### src/rtl/execute_md_if.sv
// execute_md_if -- handshake/bus bundle between the execute stage and the
// iterative multiply/divide unit.
//   master (execute stage): drives md_valid_i, md_op_i, md_rs1_i, md_rs2_i,
//                           md_flush_i; observes ready/busy/valid/result.
//   slave  (md unit)      : the reverse direction.
interface execute_md_if #(
    parameter int WIDTH = 32
);
    logic             md_valid_i;
    logic [2:0]       md_op_i;
    logic [WIDTH-1:0] md_rs1_i;
    logic [WIDTH-1:0] md_rs2_i;
    logic             md_flush_i;
    logic             md_ready_o;
    logic             md_busy_o;
    logic             md_valid_o;
    logic [WIDTH-1:0] md_result_o;

    modport master (
        output md_valid_i, md_op_i, md_rs1_i, md_rs2_i, md_flush_i,
        input  md_ready_o, md_busy_o, md_valid_o, md_result_o
    );

    modport slave (
        input  md_valid_i, md_op_i, md_rs1_i, md_rs2_i, md_flush_i,
        output md_ready_o, md_busy_o, md_valid_o, md_result_o
    );
endinterface

### src/rtl/execute_md_unit.sv
// execute_md_unit -- iterative RV32M multiply/divide unit.
//   clk, rst : clock, asynchronous active-high reset
//   md       : execute_md_if.slave
//              request  : md_valid_i, md_op_i (funct3), md_rs1_i, md_rs2_i
//              control  : md_flush_i aborts the operation in flight
//              status   : md_ready_o, md_busy_o
//              response : md_valid_o (one-cycle strobe), md_result_o (held)
// Multiplies by shift-add (LSB first) and divides by restoring division
// (MSB first) on operand magnitudes, one step per cycle for WIDTH cycles,
// then applies the recorded result sign.
module execute_md_unit #(
    parameter int WIDTH = 32
) (
    input  logic         clk,
    input  logic         rst,
    execute_md_if.slave  md
);
    localparam int CW = $clog2(WIDTH);

    localparam logic [2:0] OP_MUL    = 3'b000;
    localparam logic [2:0] OP_MULH   = 3'b001;
    localparam logic [2:0] OP_MULHSU = 3'b010;
    localparam logic [2:0] OP_DIV    = 3'b100;
    localparam logic [2:0] OP_REM    = 3'b110;

    typedef enum logic [1:0] {S_IDLE, S_CALC, S_DONE} state_t;

    function automatic logic [WIDTH-1:0] neg_w(input logic en, input logic [WIDTH-1:0] v);
        return en ? (~v + 1'b1) : v;
    endfunction

    function automatic logic [2*WIDTH-1:0] neg_2w(input logic en, input logic [2*WIDTH-1:0] v);
        return en ? (~v + 1'b1) : v;
    endfunction

    state_t             r_state, w_state_nx;
    logic [CW-1:0]      r_cnt;
    logic [2:0]         r_op;
    logic               r_neg;
    logic [WIDTH-1:0]   r_b;       // divisor / multiplicand magnitude
    logic [2*WIDTH-1:0] r_acc;     // mul: {partial product, multiplier}; div: low half = dividend/quotient
    logic [WIDTH:0]     r_rem;     // partial remainder
    logic [WIDTH-1:0]   r_result;

    logic w_ready, w_accept, w_last;

    // ---------------- accept-time operand decode ----------------
    logic             w_a_neg, w_b_neg, w_neg_flag, w_fast;
    logic [WIDTH-1:0] w_a_abs, w_b_abs, w_fast_res;
    logic             w_div_zero, w_ovf;

    always_comb begin
        w_a_neg = md.md_rs1_i[WIDTH-1] &&
                  (md.md_op_i == OP_MULH || md.md_op_i == OP_MULHSU ||
                   md.md_op_i == OP_DIV  || md.md_op_i == OP_REM);
        w_b_neg = md.md_rs2_i[WIDTH-1] &&
                  (md.md_op_i == OP_MULH || md.md_op_i == OP_DIV || md.md_op_i == OP_REM);
        w_a_abs = neg_w(w_a_neg, md.md_rs1_i);
        w_b_abs = neg_w(w_b_neg, md.md_rs2_i);
        // Remainder takes the dividend's sign; everything else the XOR.
        w_neg_flag = (md.md_op_i == OP_REM) ? w_a_neg : (w_a_neg ^ w_b_neg);

        w_div_zero = md.md_op_i[2] && (md.md_rs2_i == '0);
        w_ovf      = (md.md_op_i == OP_DIV || md.md_op_i == OP_REM) &&
                     (md.md_rs1_i == {1'b1, {(WIDTH-1){1'b0}}}) &&
                     (md.md_rs2_i == '1);
        w_fast     = w_div_zero || w_ovf;
        // op[1] distinguishes REM/REMU from DIV/DIVU.
        if (w_div_zero)
            w_fast_res = md.md_op_i[1] ? md.md_rs1_i : '1;
        else
            w_fast_res = md.md_op_i[1] ? '0 : md.md_rs1_i;
    end

    // ---------------- iteration step ----------------
    logic [WIDTH:0]     w_sum;
    logic [2*WIDTH-1:0] w_acc_nx, w_prod;
    logic [WIDTH:0]     w_shift, w_rem_nx;
    logic [WIDTH+1:0]   w_diff;
    logic               w_qbit;
    logic [WIDTH-1:0]   w_quo_nx, w_calc_res;

    always_comb begin
        w_sum    = {1'b0, r_acc[2*WIDTH-1:WIDTH]} + (r_acc[0] ? {1'b0, r_b} : '0);
        w_acc_nx = {w_sum, r_acc[WIDTH-1:1]};

        w_shift  = {r_rem[WIDTH-1:0], r_acc[WIDTH-1]};
        w_diff   = {1'b0, w_shift} - {2'b00, r_b};
        w_qbit   = ~w_diff[WIDTH+1];          // no borrow: divisor fits
        w_rem_nx = w_qbit ? w_diff[WIDTH:0] : w_shift;
        w_quo_nx = {r_acc[WIDTH-2:0], w_qbit};

        w_prod = neg_2w(r_neg, w_acc_nx);
        case (r_op)
            OP_MUL:         w_calc_res = w_prod[WIDTH-1:0];
            3'b001, 3'b010,
            3'b011:         w_calc_res = w_prod[2*WIDTH-1:WIDTH];
            3'b100, 3'b101: w_calc_res = neg_w(r_neg, w_quo_nx);
            default:        w_calc_res = neg_w(r_neg, w_rem_nx[WIDTH-1:0]);
        endcase
    end

    // ---------------- control FSM ----------------
    always_comb begin
        w_ready    = (r_state == S_IDLE || r_state == S_DONE) && !md.md_flush_i;
        w_accept   = md.md_valid_i && w_ready;
        w_last     = (r_cnt == '0);
        w_state_nx = r_state;
        case (r_state)
            S_IDLE: if (w_accept) w_state_nx = w_fast ? S_DONE : S_CALC;
            S_CALC: begin
                if (md.md_flush_i) w_state_nx = S_IDLE;
                else if (w_last)   w_state_nx = S_DONE;
            end
            S_DONE: begin
                if (w_accept) w_state_nx = w_fast ? S_DONE : S_CALC;
                else          w_state_nx = S_IDLE;
            end
            default: w_state_nx = S_IDLE;
        endcase
    end

    assign md.md_ready_o  = w_ready;
    assign md.md_busy_o   = (r_state == S_CALC);
    assign md.md_valid_o  = (r_state == S_DONE) && !md.md_flush_i;
    assign md.md_result_o = r_result;

    always_ff @(posedge clk or posedge rst) begin
        if (rst) begin
            r_state  <= S_IDLE;
            r_cnt    <= '0;
            r_result <= '0;
        end else begin
            r_state <= w_state_nx;
            if (w_accept) begin
                r_cnt <= CW'(WIDTH-1);
                if (w_fast) r_result <= w_fast_res;
            end else if (r_state == S_CALC && !md.md_flush_i) begin
                if (w_last) r_result <= w_calc_res;
                else        r_cnt    <= r_cnt - 1'b1;
            end
        end
    end

    // ---------------- datapath registers ----------------
    always_ff @(posedge clk) begin
        if (w_accept) begin
            r_op  <= md.md_op_i;
            r_neg <= w_neg_flag;
            r_b   <= w_b_abs;
            r_acc <= {{WIDTH{1'b0}}, w_a_abs};
            r_rem <= '0;
        end else if (r_state == S_CALC) begin
            if (r_op[2]) begin
                r_acc[WIDTH-1:0] <= w_quo_nx;
                r_rem            <= w_rem_nx;
            end else begin
                r_acc <= w_acc_nx;
            end
        end
    end
endmodule

### src/flat_wrapper.sv
// flat-port wrapper written by rule: the top's interface ports become plain ports
module execute_md_unit_flat 
#(
    parameter int WIDTH = 32
)
  (clk, rst, md_md_valid_i, md_md_op_i, md_md_rs1_i, md_md_rs2_i, md_md_flush_i, md_md_ready_o, md_md_busy_o, md_md_valid_o, md_md_result_o);
  execute_md_if #(.WIDTH(WIDTH)) md_i ();
  input  logic clk;
  input  logic rst;
  input wire logic [$bits(md_i.md_valid_i)-1:0] md_md_valid_i;
  input wire logic [$bits(md_i.md_op_i)-1:0] md_md_op_i;
  input wire logic [$bits(md_i.md_rs1_i)-1:0] md_md_rs1_i;
  input wire logic [$bits(md_i.md_rs2_i)-1:0] md_md_rs2_i;
  input wire logic [$bits(md_i.md_flush_i)-1:0] md_md_flush_i;
  output wire logic [$bits(md_i.md_ready_o)-1:0] md_md_ready_o;
  output wire logic [$bits(md_i.md_busy_o)-1:0] md_md_busy_o;
  output wire logic [$bits(md_i.md_valid_o)-1:0] md_md_valid_o;
  output wire logic [$bits(md_i.md_result_o)-1:0] md_md_result_o;
  assign md_i.md_valid_i = md_md_valid_i;
  assign md_i.md_op_i = md_md_op_i;
  assign md_i.md_rs1_i = md_md_rs1_i;
  assign md_i.md_rs2_i = md_md_rs2_i;
  assign md_i.md_flush_i = md_md_flush_i;
  assign md_md_ready_o = md_i.md_ready_o;
  assign md_md_busy_o = md_i.md_busy_o;
  assign md_md_valid_o = md_i.md_valid_o;
  assign md_md_result_o = md_i.md_result_o;
  execute_md_unit #(.WIDTH(WIDTH)) u_core (.clk(clk), .rst(rst), .md(md_i));
endmodule
### config.mk
export PLATFORM = sky130hd
export DESIGN_NAME = execute_md_unit_flat
export DESIGN_NICKNAME = d
export VERILOG_FILES = /design/src/rtl/execute_md_if.sv /design/src/rtl/execute_md_unit.sv /design/src/flat_wrapper.sv
export SDC_FILE = /design/constraint.sdc
export NUM_CORES = 1
export LEC_CHECK = 0
export ABC_AREA = 1
export BUFFER_PORTS_ARGS = -buffer_cell sky130_fd_sc_hd__buf_2
export CORE_ASPECT_RATIO = 1.75
export CORE_MARGIN = 2
export CORE_UTILIZATION = 50
export DETAILED_ROUTE_END_ITERATION = 8
export PLACE_DENSITY_LB_ADDON = 0.3
export SYNTH_ARGS = -nofsm -noshare
export SYNTH_HDL_FRONTEND = slang
export SYNTH_SLANG_ARGS = --single-unit
### constraint.sdc
create_clock -name clk -period 3.55 [get_ports clk]
set_clock_uncertainty 0.1 [all_clocks]
set_input_delay 0.71 -clock clk [delete_from_list [all_inputs] [get_ports clk]]
set_output_delay 0.71 -clock clk [all_outputs]
set_load 0.01 [all_outputs]
# --- Word level (Yosys, flattened, before mapping) ---
# Cells that the tools add are included.
classes:
  addsub: 8
  n_mul: 0
  n_div: 0
  n_lt_le_gt_ge: 0
  n_eq_ne: 17
  shift: 0
  mux: 28
  n_bitwise: 8
  reduce_logical: 32
ops:
  columns: ["operator", "n"]
  rows:
  - ["32-bit 2-to-1 mux", 16]
  - ["32-bit by 1-bit adder with 32-bit output (second input constant)", 4]
  - ["32-bit NOT", 4]
  - ["32-bit one-hot mux with 3 select lines", 1]
  - ["64-bit by 1-bit adder with 64-bit output (second input constant)", 1]
  - ["32-bit == test (second input constant)", 2]
  - ["64-bit 2-to-1 mux", 1]
  - ["64-bit NOT", 1]
  - ["33-bit by 32-bit subtractor with 34-bit output", 1]
  - ["32-bit by 32-bit adder with 33-bit output", 1]
  - ["32-bit logical NOT", 1]
  - ["5-bit 2-to-1 mux", 3]
  - ["3-bit == test (second input constant)", 4]
  - ["2-bit 2-to-1 mux", 5]
  - ["3-bit by 2-bit == test with 1-bit output (second input constant)", 3]
  - ["1-bit logical AND", 9]
  - ["1-bit logical OR", 8]
  - ["2-bit AND reduction", 4]
  - ["3-bit by 1-bit == test with 1-bit output (second input constant)", 2]
  - ["2-bit one-hot mux with 3 select lines", 1]
  - ["2-bit nonzero test", 3]
  - ["5-bit logical NOT", 1]
  - ["5-bit by 1-bit subtractor with 5-bit output (second input constant)", 1]
  - ["2-bit by 1-bit inequality test with 1-bit output (second input constant)", 2]
  - ["other kinds (13)", 14]
word_totals:
  ff_bits: 171
  latch_bits: 0
  ramBits: 0
  romBits: 0
  input_bits: 71
  out_inout_bits: 35
  wordCells: 102
  n_memories: 0

# --- Depth between registers and ports, before layout ---
depth:
  ltp_word: 9
  mapped_depth: 28
  ltp_nobuf: 27

# --- Least setup slack after synthesis ---
# OpenSTA, ideal clock, no wires.
synth_timing:
  path_type: "reg-to-reg"
  start: "register u_core.r_b[3]"
  end: "register u_core.r_result[22], in the netlist u_core.md.md_result_o[22]"
  setup_time_ps: 121
  arrival_time_ps: 3071
  required_ps: 3329
  setup_slack_ps: 258
  stages_incl_launch_ff: 21
  path_buffers: 1
  cell_sequence: "edfxtp_1 inv_1 ha_1 nand2_2 nor2_2 nand3_1 nand3_2 nand2_2 nand2_2 nand2_2 nand2_4 inv_2 buf_4 ha_1 nor2_1 clkinv_1 a31o_2 a311oi_1 nand2_1 nand3_1 a21oi_1"
synth_via:
  elab_chain_cells: 9
  word_cells_on_any_way: 18
synth_lines:
  columns: ["item", "line_no", "text"]
  rows:
  - ["from (decl)", "execute_md_unit.sv:40", "logic [WIDTH-1:0] r_b;"]
  - ["from (signal assigned)", "execute_md_unit.sv:150", "r_b <= w_b_abs;"]
  - ["32-bit 2-to-1 mux / 33-bit by 32-bit subtractor with 34-bit output (equally long branches)", "execute_md_unit.sv:84, execute_md_unit.sv:88", null]
  - ["32-bit by 32-bit adder with 33-bit output, or another cell as far along", "execute_md_unit.sv:84", "w_sum = {1'b0, r_acc[2*WIDTH-1:WIDTH]} + (r_acc[0] ? {1'b0, r_b} : '0);"]
  - ["64-bit NOT / 32-bit NOT (equally long branches)", "execute_md_unit.sv:33, execute_md_unit.sv:29", null]
  - ["64-bit by 1-bit adder with 64-bit output / 32-bit by 1-bit adder with 32-bit output (equally long branches)", "execute_md_unit.sv:33, execute_md_unit.sv:29", null]
  - ["64-bit 2-to-1 mux / 32-bit 2-to-1 mux (equally long branches)", "execute_md_unit.sv:33, execute_md_unit.sv:29", null]
  - ["32-bit one-hot mux with 3 select lines (*)", "execute_md_unit.sv:94", "case (r_op)"]
  - ["32-bit 2-to-1 mux (*)", "execute_md_unit.sv:139", "if (w_last) r_result <= w_calc_res;"]
  - ["32-bit 2-to-1 mux (*)", "execute_md_unit.sv:138", "end else if (r_state == S_CALC && !md.md_flush_i) begin"]
  - ["32-bit 2-to-1 mux (*)", "execute_md_unit.sv:135", "if (w_accept) begin"]
  - ["to (signal assigned)", "execute_md_unit.sv:137", "if (w_fast) r_result <= w_fast_res;"]
  - ["to (signal assigned)", "execute_md_unit.sv:139", null]
  - ["to (decl)", "execute_md_unit.sv:43", "logic [WIDTH-1:0] r_result;"]
# Every way passes the cells marked *; elsewhere a longest branch is shown, timed or not. The select of a mux whose other input is x is not followed.
# A chain may end at the register's enable or synchronous reset.

# --- Worst setup path after layout ---
layout_timing:
  start: "register u_core.r_acc[0]"
  end: "register u_core.r_result[28], in the netlist u_core.md.md_result_o[28]"
layout_via:
  elab_chain_cells: 9
  word_cells_on_any_way: 12
layout_lines:
  columns: ["item", "line_no", "text"]
  rows:
  - ["from (decl)", "execute_md_unit.sv:41", "logic [2*WIDTH-1:0] r_acc;"]
  - ["from (signal assigned)", "execute_md_unit.sv:151", "r_acc <= {{WIDTH{1'b0}}, w_a_abs};"]
  - ["from (signal, indexed assignment)", "execute_md_unit.sv:155", "r_acc[WIDTH-1:0] <= w_quo_nx;"]
  - ["from (signal assigned)", "execute_md_unit.sv:158", "r_acc <= w_acc_nx;"]
  - ["32-bit 2-to-1 mux", "execute_md_unit.sv:84", null]
  - ["32-bit by 32-bit adder with 33-bit output", "execute_md_unit.sv:84", null]
  - ["64-bit NOT", "execute_md_unit.sv:33", "return en ? (~v + 1'b1) : v;"]
  - ["64-bit by 1-bit adder with 64-bit output", "execute_md_unit.sv:33", null]
  - ["64-bit 2-to-1 mux", "execute_md_unit.sv:33", null]
  - ["32-bit one-hot mux with 3 select lines (*)", "execute_md_unit.sv:94", null]
  - ["32-bit 2-to-1 mux (*)", "execute_md_unit.sv:139", null]
  - ["32-bit 2-to-1 mux (*)", "execute_md_unit.sv:138", null]
  - ["32-bit 2-to-1 mux (*)", "execute_md_unit.sv:135", null]
# Marked as above.

==> results.md <==
Status:
- The run finished, with violations left.
- The checks that failed: negative setup slack.

Setup path:
- STA puts the critical path data arrival time at 4050 ps.
- The critical path required time is 3850 ps.
- In this design, the critical path's most frequently occurring cell is sky130_fd_sc_hd__nand2_1.
- Walking the worst path, the cells encountered are buf_6, buf_6, nand2_1, inv_1, ha_4, nand2_2, nor2_4, nand3_2, nand3_4, nand2_1, nand2_2, buf_6, nand4_1, nor2_2, buf_4, nand2_1, nor2_1, nand3_1, nand3_1, nand3_2, a21oi_2, nand2_1, a21oi_2.
- The startpoint identified for the worst register-to-register timing path is u_core.r_acc[0].
- The worst setup path is captured at a register.
- For this run, the slowest stage of the critical path takes 390 ps.
- The start point of the critical path is u_core.r_acc[0].
- The worst setup path is launched from a register.
- Of all nets on the critical path, the largest fanout is 7.
- The slowest stage of the critical path belongs to the cell sky130_fd_sc_hd__edfxtp_1.
- The critical path start-end classification is register to register.

Synthesis:
- In this run, synthesis inferred 68 flip-flops with an integrated enable.
- During synthesis, Yosys emitted a total of 0 warnings.
- The share of the Yosys chip area taken by registers is 0.224.
- In the synthesized netlist, the number of instances is 3323.
- The most used flip-flop cell after synthesis is sky130_fd_sc_hd__edfxtp_1.
- Counting distinct cell types in the post-synthesis netlist gives 59.
- By count the netlist is led by sky130_fd_sc_hd__nand2_1 (1070), sky130_fd_sc_hd__inv_1 (512), sky130_fd_sc_hd__nor2_1 (367).
- Of the post-synthesis cell area, the dominant cell type holds 0.210.
- Sorting the synthesized cells by area gives the leading types as sky130_fd_sc_hd__nand2_1 (21%), sky130_fd_sc_hd__edfxtp_1 (11%), sky130_fd_sc_hd__inv_1 (10%).
- The flip-flop and latch count after synthesis is 171.
- The cell area that synthesis handed to floorplanning was 19200 µm².
- The most common cell in the synthesized netlist is sky130_fd_sc_hd__nand2_1.
- Counting every net in the synthesized netlist gives 3468.
- The mean cell area of the mapped netlist is 5.77 µm².
- The proportion of register bits with asynchronous set or reset after synthesis is 0.228.
- The largest total area in the synthesized netlist belongs to sky130_fd_sc_hd__nand2_1.

Clock network:
- The CTS buffer count is 17.
- The library cell used as clock root buffer is sky130_fd_sc_hd__clkbuf_16.
- In this run the deepest clock path goes through 2 buffers.
- The number of clock sinks is 171.
- The CTS tree is yes.
- Clock-pin slew was measured on the worst setup and hold paths at 90 ps.
- The clock insertion delay at the later pin of the skew report is 480 ps.
- The clock tree synthesis step divided the H-tree into 4 levels.

Floorplan:
- The I/O pin count is 106.
- The area of the placeable core is 37800 µm².
- The initial utilization of the core area, before any placement, comes to 0.507.
- In this run the horizontal extent of the chip is 152 µm.
- The die covers 40000 µm².
- The floorplan has 94 rows.
- The die extent in y is 263 µm.

Pwr:
- The share of total power dissipated in sequential elements is 0.172.
- The worst-case IR drop observed on VDD is 0.000418 V.
- The share of total power dissipated in the clock network is 0.122.
- The leakage power total is 13.4 nW.
- Of the total power, combinational logic draws 0.706.
- The total power is 16.6 mW.
- The internal power is 8.13 mW.
- The net switching share of the total power is 0.510.
- The analysis attributes to net switching a power of 8.47 mW.
- The cell area power density is 631 nW/µm².

Finish:
- The filler-free cell count of the finished design is 4312.
- Of the cells placed in the final design, the portion with a size suffix greater than 1 is 0.285.
- The final layout net count is 3960.
- Once layout is complete, the utilization of the core stands at 0.697.
- The area added between synthesis and finish is 37.3%.

STA:
- The highest achievable clock rate is 0.267 GHz.
- In the post-route analysis, the smallest setup slack over all paths is -200 ps.
- The worst-margin pin slew is 1280 ps.
- The final hold violation count is 0.
- The worst path in the final design needs a cycle of 3750 ps, including I/O delays and setup.
- Dividing the final minimum period by the clock period gives 1.06.
- The worst pin sits at a relative slew slack of 0.140.
- The total count of max-transition violations in the final report is 0.
- Setup repair after global routing could not meet its margin everywhere.
- Setup total negative slack on the finished layout was measured at -2470 ps.
- The number of setup violations in the final report is 25.

GRT:
- Entering global routing, the biggest net connects 104 pins.
- The first global-routing pass estimated 138000 µm of wire.
- For this run, the total global-route usage over all layers was measured as 0.451.
- The initial antenna violation count was 4.
- For this run the aggregate overflow at the end of global routing stands at 0.
- The via count of the first global-routing pass was 24100.

Drt:
- The first detailed-routing pass ran for 7 iterations.
- The number of violations reported at the end of detailed-routing iteration 0 is 2542.
- For this block, the via count after detailed routing is 25400.
- The total routed wirelength is 97900 µm.
- In the final routed layout, each cell accounts on average for 22.7 µm.
- The number of remaining DRC errors is 0.
- Once detail routing completed, the nets flagged for antenna violations numbered 0.
- Using the TritonRoute via totals, the vias-per-cell ratio works out to 5.89.

Placement:
- The number of I/O port buffers is 105.
- Once placement completed, the tool counted placed cells totaling 4236.
- The worst setup timing slack at the placement stage is -578 ps.
- Once detailed placement completed, the half-perimeter wirelength came to 73200 µm.
- The placer congestion estimate is 1.12.

Hold path:
- The min-delay analysis places its worst path in the category primary input to asynchronous set/reset pin.

Flow run:
- The tool flagged a number of max-cap violations equal to 0.
==> area by class of cell <==
class	count	area, µm²
multi-input combinational	2522	14400
fill	3236	11500
timing repair buffer	576	4370
sequential	171	4300
inverter	527	1980
tap	480	601
clock buffer	17	425
clock inverter	15	166
antenna	4	10.0
==> worst paths after layout <==
kind                       cells past startpoint  slack [ps]                        end
setup / recovery                              23        -200  u_core.md.md_result_o[28]
hold / removal                                 3         260          u_core.r_state[0]
setup reg to reg                              23        -200  u_core.md.md_result_o[28]
hold reg to reg                                2         410  u_core.md.md_result_o[13]
max in group asynchronous                      3        2660  u_core.md.md_result_o[12]
min in group clk                               1         340             u_core.r_op[0]
==> through the flow <==
stage	hold WS (ps)	cell area, µm²
final	260	26300
after global routing	310	26300
after CTS	276	24500
after detailed placement	390	23200
after global placement	379	23200
after floorplan	373	19200
==> worst max-delay path: cells and delay by family, from the launching register on <==
kind                       cells  cell delay (ps)
and+or+nand+nor               15             1850
DFF                            1              390
adders and majority gates      1              310
buffers and inverters          5              710
AOI/OAI and AO/OA              2              290
==> metal layers <==
layer / vias up / part of all wire / global-route usage / routed length, µm
met1: 11500 / 0.31 / 0.438 / 30300
met3: 668 / 0.082 / 0.0788 / 8060
met2: 1574 / 0.47 / 0.770 / 45700
li1: 11600 / - / - / -
met4: 4 / 0.14 / 0.487 / 13800
met5: - / 0.00022 / 0 / 22
==> power groups by stage <==
| stage | clock network (mW) | registers [mW] | logic, mW |
|---|---|---|---|
| after global placement | 0 | 2.80 | 9.24 |
| after global routing | 2.09 | 2.86 | 12.5 |
| after floorplan | 0 | 2.68 | 5.01 |
| final | 2.03 | 2.85 | 11.7 |
| after CTS | 2.01 | 2.79 | 9.81 |
| after detailed placement | 0 | 2.82 | 9.36 |
==> cells by family after synthesis <==
| group | synth area share |
|---|---|
| AOI/OAI and AO/OA | 0.149 |
| xor gates and xnor gates | 0.0416 |
| adders and majority gates | 0.0496 |
| buffers and inverters | 0.127 |
| DFF | 0.224 |
| muxes | 0.000588 |
| and+or+nand+nor | 0.408 |
==> layout by cell type (no fill, tap or decap), drive strengths merged, types with 26 or more instances in the layout <==
master	synthesis	layout
buf	24	574
nand3b	26	26
inv	521	530
dfxtp	64	64
nand4	40	40
nor2	386	386
nand3	209	209
dfrtp	39	39
xor2	62	62
o211ai	73	73
ha	72	72
xnor2	29	29
a21oi	173	173
nor3	74	74
edfxtp	68	68
nand2	1102	1103
o21ai	192	192
==> registers in the layout (all words and copies together) (netlist names) <==
name / count
u_core.r_acc: 64
u_core.md.md_result_o: 32
u_core.r_b: 32
u_core.r_rem: 32
u_core.r_cnt: 5
u_core.r_op: 3
u_core.r_state: 2
u_core.r_neg: 1
==> repair_timing <==
| action | 4_1_cts | 5_1_grt |
|---|---|---|
| hold buffers | 0 | 0 |
| resized for setup | 148 | 396 |
| endpoints found under the hold margin | 0 | 0 |
| gates cloned | 1 | 3 |
| pin swaps | 44 | 133 |
| buffers inserted | 10 | 26 |
| setup endpoints to repair | 28 | 33 |
Note: power is estimated with default switching activity, not from simulation.
